===== config.mk =====
export PLATFORM = sky130hd
export DESIGN_NAME = rf_iw_dpdb_ctrl
export DESIGN_NICKNAME = d
export VERILOG_FILES = /design/src/rtl/rf_iw_dpdb_ctrl.sv
export SDC_FILE = /design/constraint.sdc
export NUM_CORES = 1
export LEC_CHECK = 0
export BUFFER_PORTS_ARGS = -buffer_cell sky130_fd_sc_hd__buf_4
export CAP_MARGIN = 40
export CORE_ASPECT_RATIO = 1.75
export CORE_MARGIN = 1.5
export CORE_UTILIZATION = 45
export DETAILED_ROUTE_END_ITERATION = 10
export GPL_ROUTABILITY_DRIVEN = 0
export PLACE_DENSITY = 0.67
export SYNTH_ARGS = -nofsm -noshare
export SYNTH_HDL_FRONTEND = slang
export SYNTH_SLANG_ARGS = --single-unit

===== constraint.sdc =====
create_clock -name clk -period 1.75 [get_ports clk]
set_clock_uncertainty 0.05 [all_clocks]
set_input_delay 0.175 -clock clk [delete_from_list [all_inputs] [get_ports clk]]
set_output_delay 0.175 -clock clk [all_outputs]
set_load 0.01 [all_outputs]

===== src/rtl/rf_iw_dpdb_ctrl.sv =====
// Bank-swap controller for the dual-port double-buffer activation/weight RF.
// Fills one bank from the global buffer while the MAC drains the other with per-tile reuse.
module rf_iw_dpdb_ctrl #(
    parameter int DATA_BITWIDTH = 16,
    parameter int ADDR_BITWIDTH = 2,
    parameter int DEPTH         = 4,
    parameter int REUSE         = 2,
    parameter int TILE_BITWIDTH = 16
) (
    input  logic                     clk,
    input  logic                     reset,
    input  logic                     start,
    input  logic [TILE_BITWIDTH-1:0] cfg_tiles,
    input  logic                     gb_valid,
    input  logic [DATA_BITWIDTH-1:0] gb_data,
    output logic                     gb_ready,
    input  logic                     mac_ready,
    output logic                     write_sel,
    output logic                     write_en,
    output logic [ADDR_BITWIDTH-1:0] w_addr,
    output logic [DATA_BITWIDTH-1:0] w_data,
    output logic [ADDR_BITWIDTH-1:0] r_addr,
    output logic                     rd_valid,
    output logic                     rd_sel,
    output logic                     rd_last,
    output logic                     busy,
    output logic                     done
);

    localparam int PASS_W = (REUSE > 1) ? $clog2(REUSE) : 1;
    localparam logic [ADDR_BITWIDTH-1:0] LAST_ADDR = ADDR_BITWIDTH'(DEPTH - 1);
    localparam logic [PASS_W-1:0]        LAST_PASS = PASS_W'(REUSE - 1);

    typedef enum logic [1:0] {F_IDLE, F_FILL, F_FULL} fill_state_e;
    typedef enum logic       {R_IDLE, R_DRAIN}        read_state_e;

    fill_state_e              fill_q, fill_d;
    read_state_e              read_q, read_d;
    logic                     write_sel_q, write_sel_d;
    logic [ADDR_BITWIDTH-1:0] fill_idx_q, fill_idx_d;
    logic [ADDR_BITWIDTH-1:0] r_addr_q, r_addr_d;
    logic [PASS_W-1:0]        pass_q, pass_d;
    logic [TILE_BITWIDTH-1:0] cfg_q, cfg_d;
    logic [TILE_BITWIDTH-1:0] fetched_q, fetched_d;
    logic [TILE_BITWIDTH-1:0] drained_q, drained_d;
    logic                     rd_valid_q, rd_valid_d;
    logic                     rd_sel_q, rd_sel_d;
    logic                     rd_last_q, rd_last_d;
    logic                     busy_q, busy_d;
    logic                     done_q, done_d;

    logic accept_start, hs, issue, last_issue, swap;

    always_comb begin
        fill_d      = fill_q;
        read_d      = read_q;
        write_sel_d = write_sel_q;
        fill_idx_d  = fill_idx_q;
        r_addr_d    = r_addr_q;
        pass_d      = pass_q;
        cfg_d       = cfg_q;
        fetched_d   = fetched_q;
        drained_d   = drained_q;
        busy_d      = busy_q;

        accept_start = start & ~busy_q;
        hs           = gb_valid & (fill_q == F_FILL);
        issue        = (read_q == R_DRAIN) & mac_ready;
        last_issue   = issue & (r_addr_q == LAST_ADDR) & (pass_q == LAST_PASS);
        // The next tile may swap in on the very cycle the old one issues its last address.
        swap         = (fill_q == F_FULL) & ((read_q == R_IDLE) | last_issue);

        if (swap) begin
            write_sel_d = ~write_sel_q;
        end

        case (fill_q)
            F_FILL: begin
                if (hs) begin
                    if (fill_idx_q == LAST_ADDR) begin
                        fill_idx_d = '0;
                        fill_d     = F_FULL;
                        fetched_d  = fetched_q + TILE_BITWIDTH'(1);
                    end else begin
                        fill_idx_d = fill_idx_q + ADDR_BITWIDTH'(1);
                    end
                end
            end
            F_FULL: begin
                if (swap) begin
                    fill_d = (fetched_q < cfg_q) ? F_FILL : F_IDLE;
                end
            end
            default: fill_d = F_IDLE;
        endcase

        if (accept_start) begin
            cfg_d = cfg_tiles;
            if (cfg_tiles != '0) begin
                fill_d     = F_FILL;
                fill_idx_d = '0;
                fetched_d  = '0;
                drained_d  = '0;
                busy_d     = 1'b1;
            end
        end

        case (read_q)
            R_IDLE: begin
                if (swap) begin
                    read_d   = R_DRAIN;
                    r_addr_d = '0;
                    pass_d   = '0;
                end
            end
            R_DRAIN: begin
                if (issue) begin
                    if (r_addr_q == LAST_ADDR) begin
                        r_addr_d = '0;
                        if (pass_q == LAST_PASS) begin
                            pass_d    = '0;
                            drained_d = drained_q + TILE_BITWIDTH'(1);
                            read_d    = swap ? R_DRAIN : R_IDLE;
                        end else begin
                            pass_d = pass_q + PASS_W'(1);
                        end
                    end else begin
                        r_addr_d = r_addr_q + ADDR_BITWIDTH'(1);
                    end
                end
            end
            default: read_d = R_IDLE;
        endcase

        // rd_sel captures the read bank at issue, so a later bank toggle cannot corrupt it.
        rd_valid_d = issue;
        rd_sel_d   = ~write_sel_q;
        rd_last_d  = last_issue;

        done_d = (accept_start & (cfg_tiles == '0))
               | (busy_q & rd_valid_q & rd_last_q & (drained_q == cfg_q));
        if (done_d) begin
            busy_d = 1'b0;
        end
    end

    always_ff @(posedge clk) begin
        if (!reset) begin
            fill_q      <= F_IDLE;
            read_q      <= R_IDLE;
            write_sel_q <= 1'b1;
            fill_idx_q  <= '0;
            r_addr_q    <= '0;
            pass_q      <= '0;
            cfg_q       <= '0;
            fetched_q   <= '0;
            drained_q   <= '0;
            rd_valid_q  <= 1'b0;
            rd_sel_q    <= 1'b0;
            rd_last_q   <= 1'b0;
            busy_q      <= 1'b0;
            done_q      <= 1'b0;
        end else begin
            fill_q      <= fill_d;
            read_q      <= read_d;
            write_sel_q <= write_sel_d;
            fill_idx_q  <= fill_idx_d;
            r_addr_q    <= r_addr_d;
            pass_q      <= pass_d;
            cfg_q       <= cfg_d;
            fetched_q   <= fetched_d;
            drained_q   <= drained_d;
            rd_valid_q  <= rd_valid_d;
            rd_sel_q    <= rd_sel_d;
            rd_last_q   <= rd_last_d;
            busy_q      <= busy_d;
            done_q      <= done_d;
        end
    end

    assign gb_ready  = (fill_q == F_FILL);
    assign write_en  = gb_valid & gb_ready;
    assign w_addr    = fill_idx_q;
    assign w_data    = gb_data;
    assign write_sel = write_sel_q;
    assign r_addr    = r_addr_q;
    assign rd_valid  = rd_valid_q;
    assign rd_sel    = rd_sel_q;
    assign rd_last   = rd_last_q;
    assign busy      = busy_q;
    assign done      = done_q;

endmodule


=== After elaboration in Yosys (flattened, before gate mapping) ===
Index checks and enable logic that the tools add are counted.

* Multiplexer cells: 37
* Eq/ne operators: 8
* Add/sub/neg operators: 5
* Reduce and logical (&&, ||, !) cells: 6
* Bitwise logic cells: 16
* Multiply operators: 0
* Div/mod/pow operators: 0
* $lt $le $gt $ge: 1
* Shift-type cells: 0

{| class="wikitable"
|+ Operators with widths
! cell !! count
|-
| 16-bit two-way mux || 11
|-
| 16-bit by 1-bit adder with 16-bit output (second input constant) || 2
|-
| 2-bit two-way mux || 13
|-
| 16-bit == test || 1
|-
| 16-bit zero test || 1
|-
| 16-bit less-than comparator || 1
|-
| 16-bit nonzero test || 1
|-
| 1-bit bitwise AND || 10
|-
| 1-bit two-way mux || 9
|-
| 2-bit one-hot mux with 2 select lines || 2
|-
| 2-bit == test (second input constant) || 3
|-
| 2-bit by 1-bit adder with 2-bit output (second input constant) || 2
|-
| 2-bit by 1-bit != test with 1-bit output (second input constant) || 2
|-
| 1-bit NOT || 4
|-
| 1-bit one-hot mux with 2 select lines || 2
|-
| 2-bit AND reduction || 2
|-
| 3-bit AND reduction || 1
|-
| 2-bit by 1-bit == test with 1-bit output (second input constant) || 1
|-
| 2-bit != test (second input constant) || 1
|-
| 1-bit bitwise OR || 2
|-
| 2-bit OR reduction || 1
|-
| 1-bit adder (second input constant) || 1
|}

* Memory bits (read-only): 0
* Output and inout bits: 28
* Logic and storage cells: 87
* Memories: 0
* RAM bits: 0
* Bits in latches: 0
* Register bits: 62

=== Longest topological paths before layout ===
* Depth after elaboration: 10
* Gate-level depth with buffers: 7
* Gate-level depth less buffers: 7

=== Least setup slack after synthesis ===
OpenSTA, ideal clock, no wires.

* Kind: register to register
* From: reg r_addr_q[0] (netlist: r_addr[0])
* To: reg drained_q[15]
* Setup time: 0.058 ns
* Data required time: 1.642 ns
* Slack: 0.095 ns
* Stages on the path, launching flop included: 6
* Data arrival time: 1.547 ns
* Path buffers: 0
* Cell sequence: dfxtp_1 -> ha_1 -> nand4_2 -> or4_1 -> nor2_1 -> o21a_1

* Longest elaborated chain between the ends: 4

{| class="wikitable"
|+ RTL lines
! element !! line !! RTL
|-
| from (decl) || 41 || <nowiki>logic [ADDR_BITWIDTH-1:0] r_addr_q, r_addr_d;</nowiki>
|-
| from (signal assigned) || 168 || <nowiki>r_addr_q <= r_addr_d;</nowiki>
|-
| 2-bit == test || 118 || <nowiki>if (r_addr_q == LAST_ADDR) begin</nowiki>
|-
| 16-bit two-way mux || 118 ||
|-
| 16-bit two-way mux || 117 || <nowiki>if (issue) begin</nowiki>
|-
| 16-bit two-way mux || 108 || <nowiki>case (read_q)</nowiki>
|-
| to (signal assigned) || 172 || <nowiki>drained_q <= drained_d;</nowiki>
|-
| to (decl) || 45 || <nowiki>logic [TILE_BITWIDTH-1:0] drained_q, drained_d;</nowiki>
|}

No other way between the ends.
A chain may end at the register's enable or synchronous reset.

=== Worst setup path after layout ===
* From: reg cfg_q[13]
* To: reg fill_q[0]

* Longest elaborated chain between the ends: 6

{| class="wikitable"
|+ RTL lines
! element !! line !! RTL
|-
| from (decl) || 43 || <nowiki>logic [TILE_BITWIDTH-1:0] cfg_q, cfg_d;</nowiki>
|-
| from (signal assigned) || 170 || <nowiki>cfg_q <= cfg_d;</nowiki>
|-
| 16-bit less-than comparator * || 91 || <nowiki>fill_d = (fetched_q < cfg_q) ? F_FILL : F_IDLE;</nowiki>
|-
| 1-bit two-way mux * || 91 ||
|-
| 2-bit two-way mux * || 90 || <nowiki>if (swap) begin</nowiki>
|-
| 2-bit one-hot mux with 2 select lines * || 77 || <nowiki>case (fill_q)</nowiki>
|-
| 2-bit two-way mux || 99 || <nowiki>if (cfg_tiles != '0) begin</nowiki>
|-
| 2-bit two-way mux * || 97 || <nowiki>if (accept_start) begin</nowiki>
|-
| to (signal assigned) || 164 || <nowiki>fill_q <= fill_d;</nowiki>
|-
| to (decl) || 37 || <nowiki>fill_state_e fill_q, fill_d;</nowiki>
|}

Mark *: on every way between the ends. The rest lies on a longest branch, timed or not.

==> flow_summary.yaml <==
floorplanning:
  num_rows: 42
  die_w_um: 69.4
  start_util_pct: 46.2
  io_pins: 65
  die_y_um: 119
  core_sq_um: 7510
  die_area_sq_um: 8270
critical_path:
  cp_data_required_time_ns: 1.98
  startpoint_type: "flip-flop"
  cp_top_family: "compound AO/OA/AOI/OAI gates"
  cp_num_buf_inv: 1
  r2r_start: "cfg_q[13]"
  crit_fanout: 2
  end_kind: "flip-flop"
  worstSetupPathType: "reg2reg"
  slowest_delay_ns: 0.33
  arrival_ns: 1.90
  cp_slowest_cell: "dfxtp_2"
  r2r_slack_ns: 0.07
  crit_path_cell_trace: "inv_1 -> ha_4 -> a211o_1 -> o211ai_1 -> nand4b_1 -> a41oi_2 -> a211o_1"
  startpoint: "cfg_q[13]"
  crit_top_cell: "a211o_1"
final_layout:
  final_core_util_pct: 56.5
  fillers: 670
  mostFrequentLayoutCell: "buf_4"
  drive_gt1_share_pct: 24.1
  area_delta_synth_final_pct: 22.3
  nNetsFinal: 506
  register_area_sq_um: 1240
  n_antenna_cell: 0
  mostFrequentLayoutCells: "buf_4 (62), dfxtp_1 (59), nand2_1 (58)"
  design_area_sq_um: 4250
  multi_input_area_sq_um: 2020
global_routing:
  busiest_layer: "met2"
  met2_usage_pct: 42.2
  grt_usage_pct: 22.2
  grtUsageMet3_pct: 4.82
  grt_first_pass_wirelength_um: 14200
  met1_usage_pct: 22.3
  overflow: 0
  grt_max_degree: 25
  grt_pass1_vias: 2977
  antenna_found_initial: 0
sta:
  slew_viol_final: 0
  max_slew_margin_pct: 71.4
  setup_viol: 0
  timing.fmax_mhz: 596
  rsz0062_at_grt: "false"
  finalSetupTns_ns: 0
  period_needed_ns: 1.68
  holdWs_ns: 0.0653
  final.period_utilization_pct: 95.9
  finalHoldViolCount: 0
  worst_pin_slew_ns: 0.426
  fin_ws_ns: 0.0722
clocking:
  cts_tree: "yes"
  clock-sinks: 62
  ctsRootBufferMaster: "clkbuf_16"
  cts_htree_levels: 3
  cts-buffers-inserted: 9
  cts_setup_buffers: 0
  cts.path.max_buffers: 2
  clk_latency_ns: 0.33
  path_clk_slew_ns: 0.05
power:
  p_clk_share_pct: 53.4
  switching_share_pct: 21.3
  power_frac_seq_pct: 39.3
  max-vdd-ir-drop_mv: 0.558
  powerDensity_nw_per_um2: 875
  combPwrFrac_pct: 7.3
  p_switching_uw: 791
  power.leakage_uw: 0.00173
  internal-power_uw: 2920
run_status:
  status: "complete, no violations"
synth:
  ys_seq_elements: 62
  ys_warn_count: 0
  synth_top_area_share_pct: 35.7
  yosysSeqAreaShare_pct: 35.7
  syn_area_per_cell_sq_um: 8.51
  synth_ff_type: "dfxtp_1"
  syn-cell-area_sq_um: 3470
  synthArstFlopShare_pct: 0
  synth_area_leaders: "dfxtp_1 (36%), ha_1 (7.6%), xor2_1 (6.3%), nand2_1 (6.3%), buf_4 (3.9%)"
  synthDistinctLibCells: 55
  yosysTopAreaCell: "dfxtp_1"
  syn-instance-count: 408
  synth_edf_count: 0
  synth_nets: 466
routing:
  wl_um: 8710
  vias_per_cell: 5.61
  remaining_drc_errors: 0
  wl_per_cell_um: 16.1
  drt-pass1-iter-count: 5
  ant_nets: 0
  dr.first_iter.drc_count: 151
  vias: 3037
min_path:
  hold_path.class: "in2reg"
  hp-start: "cfg_tiles[0]"
run:
  max-cap-violations: 0
placed_design:
  dp.final_hpwl_um: 6580
  placed_cell_area_sq_um: 3850
  io_buffers: 32
  pre_cts_ws_ns: -0.101
==> synthesized netlist by cell type (5+ instances only) <==
cell      instances
dfxtp_1          62
nand2_1          58
nor2_1           25
xor2_1           25
ha_1             21
inv_1            19
buf_4            18
a21boi_0         17
a21oi_1          13
nand4_1          13
o21ai_0          12
clkbuf_1         10
a31oi_1           9
nand3_1           9
xnor2_1           7
and3_1            6
buf_2             5
o211ai_1          5
o21a_1            5
==> power groups by stage <==
stage / Combinational (uW) / Clock, uW / Sequential (uW)
after floorplan: 183 / 0 / 1490
after global placement: 261 / 0 / 1490
after detailed placement: 265 / 0 / 1490
after CTS: 271 / 2020 / 1460
after global routing: 299 / 2090 / 1460
final: 272 / 1980 / 1460
==> worst paths after layout <==
path,cells past startpoint,endpoint
min reg2reg,1,rd_sel
max,7,fill_q[0]
min,3,cfg_q[0]
max reg2reg,7,fill_q[0]
==> sequential cells by signal, indices dropped and copies added (netlist names), 2 cells and up <==
register / flops
r_addr: 2
w_addr: 2
cfg_q: 16
fill_q: 2
fetched_q: 16
drained_q: 16
==> worst min-delay path, cell delays in order <==
cell	delay, ns
buf_4	0.12
nand2_1	0.04
a21boi_0	0.06
==> final cells by class <==
| type | count | share of cell area (%) |
|---|---|---|
| clock inverters | 3 | 1.53 |
| repair buffers | 62 | 11.0 |
| flip-flops and latches | 62 | 29.3 |
| multi-input cells | 293 | 47.5 |
| well taps | 88 | 2.59 |
| inverters | 20 | 1.77 |
| clock buffers | 13 | 6.36 |
==> metal layers <==
layer,wire (um),share of wire (%),up-vias
met4,249,2.9,0
met5,0,0,-
met1,3300,38,1451
li1,-,-,1493
met3,300,3.4,19
met2,4870,56,74
==> logic make-up after synthesis <==
logic type | count (synthesis) | share of synthesized area, %
DFF | 62 | 35.7
buffers and inverters | 53 | 7.86
adders and majority gates | 21 | 7.57
muxes | 1 | 0.288
and+or+nand+nor | 156 | 24.1
xor gates and xnor gates | 32 | 8.07
AOI/OAI and AO/OA | 83 | 16.4
==> stage by stage <==
step	instances	power (uW)
floorplan	408	1670
global placement	525	1750
detailed placement	525	1750
CTS	541	3750
global route	541	3850
finish	541	3710
==> what timing repair did <==
| action | in CTS | in global routing |
|---|---|---|
| endpoints found under the setup margin | 5 | 12 |
| endpoints found under the hold margin | 0 | 0 |
| pin swaps | 1 | 2 |
| hold buffers | 0 | 0 |
| gates resized for setup | 7 | 9 |
(Power assumes the default switching activity.)
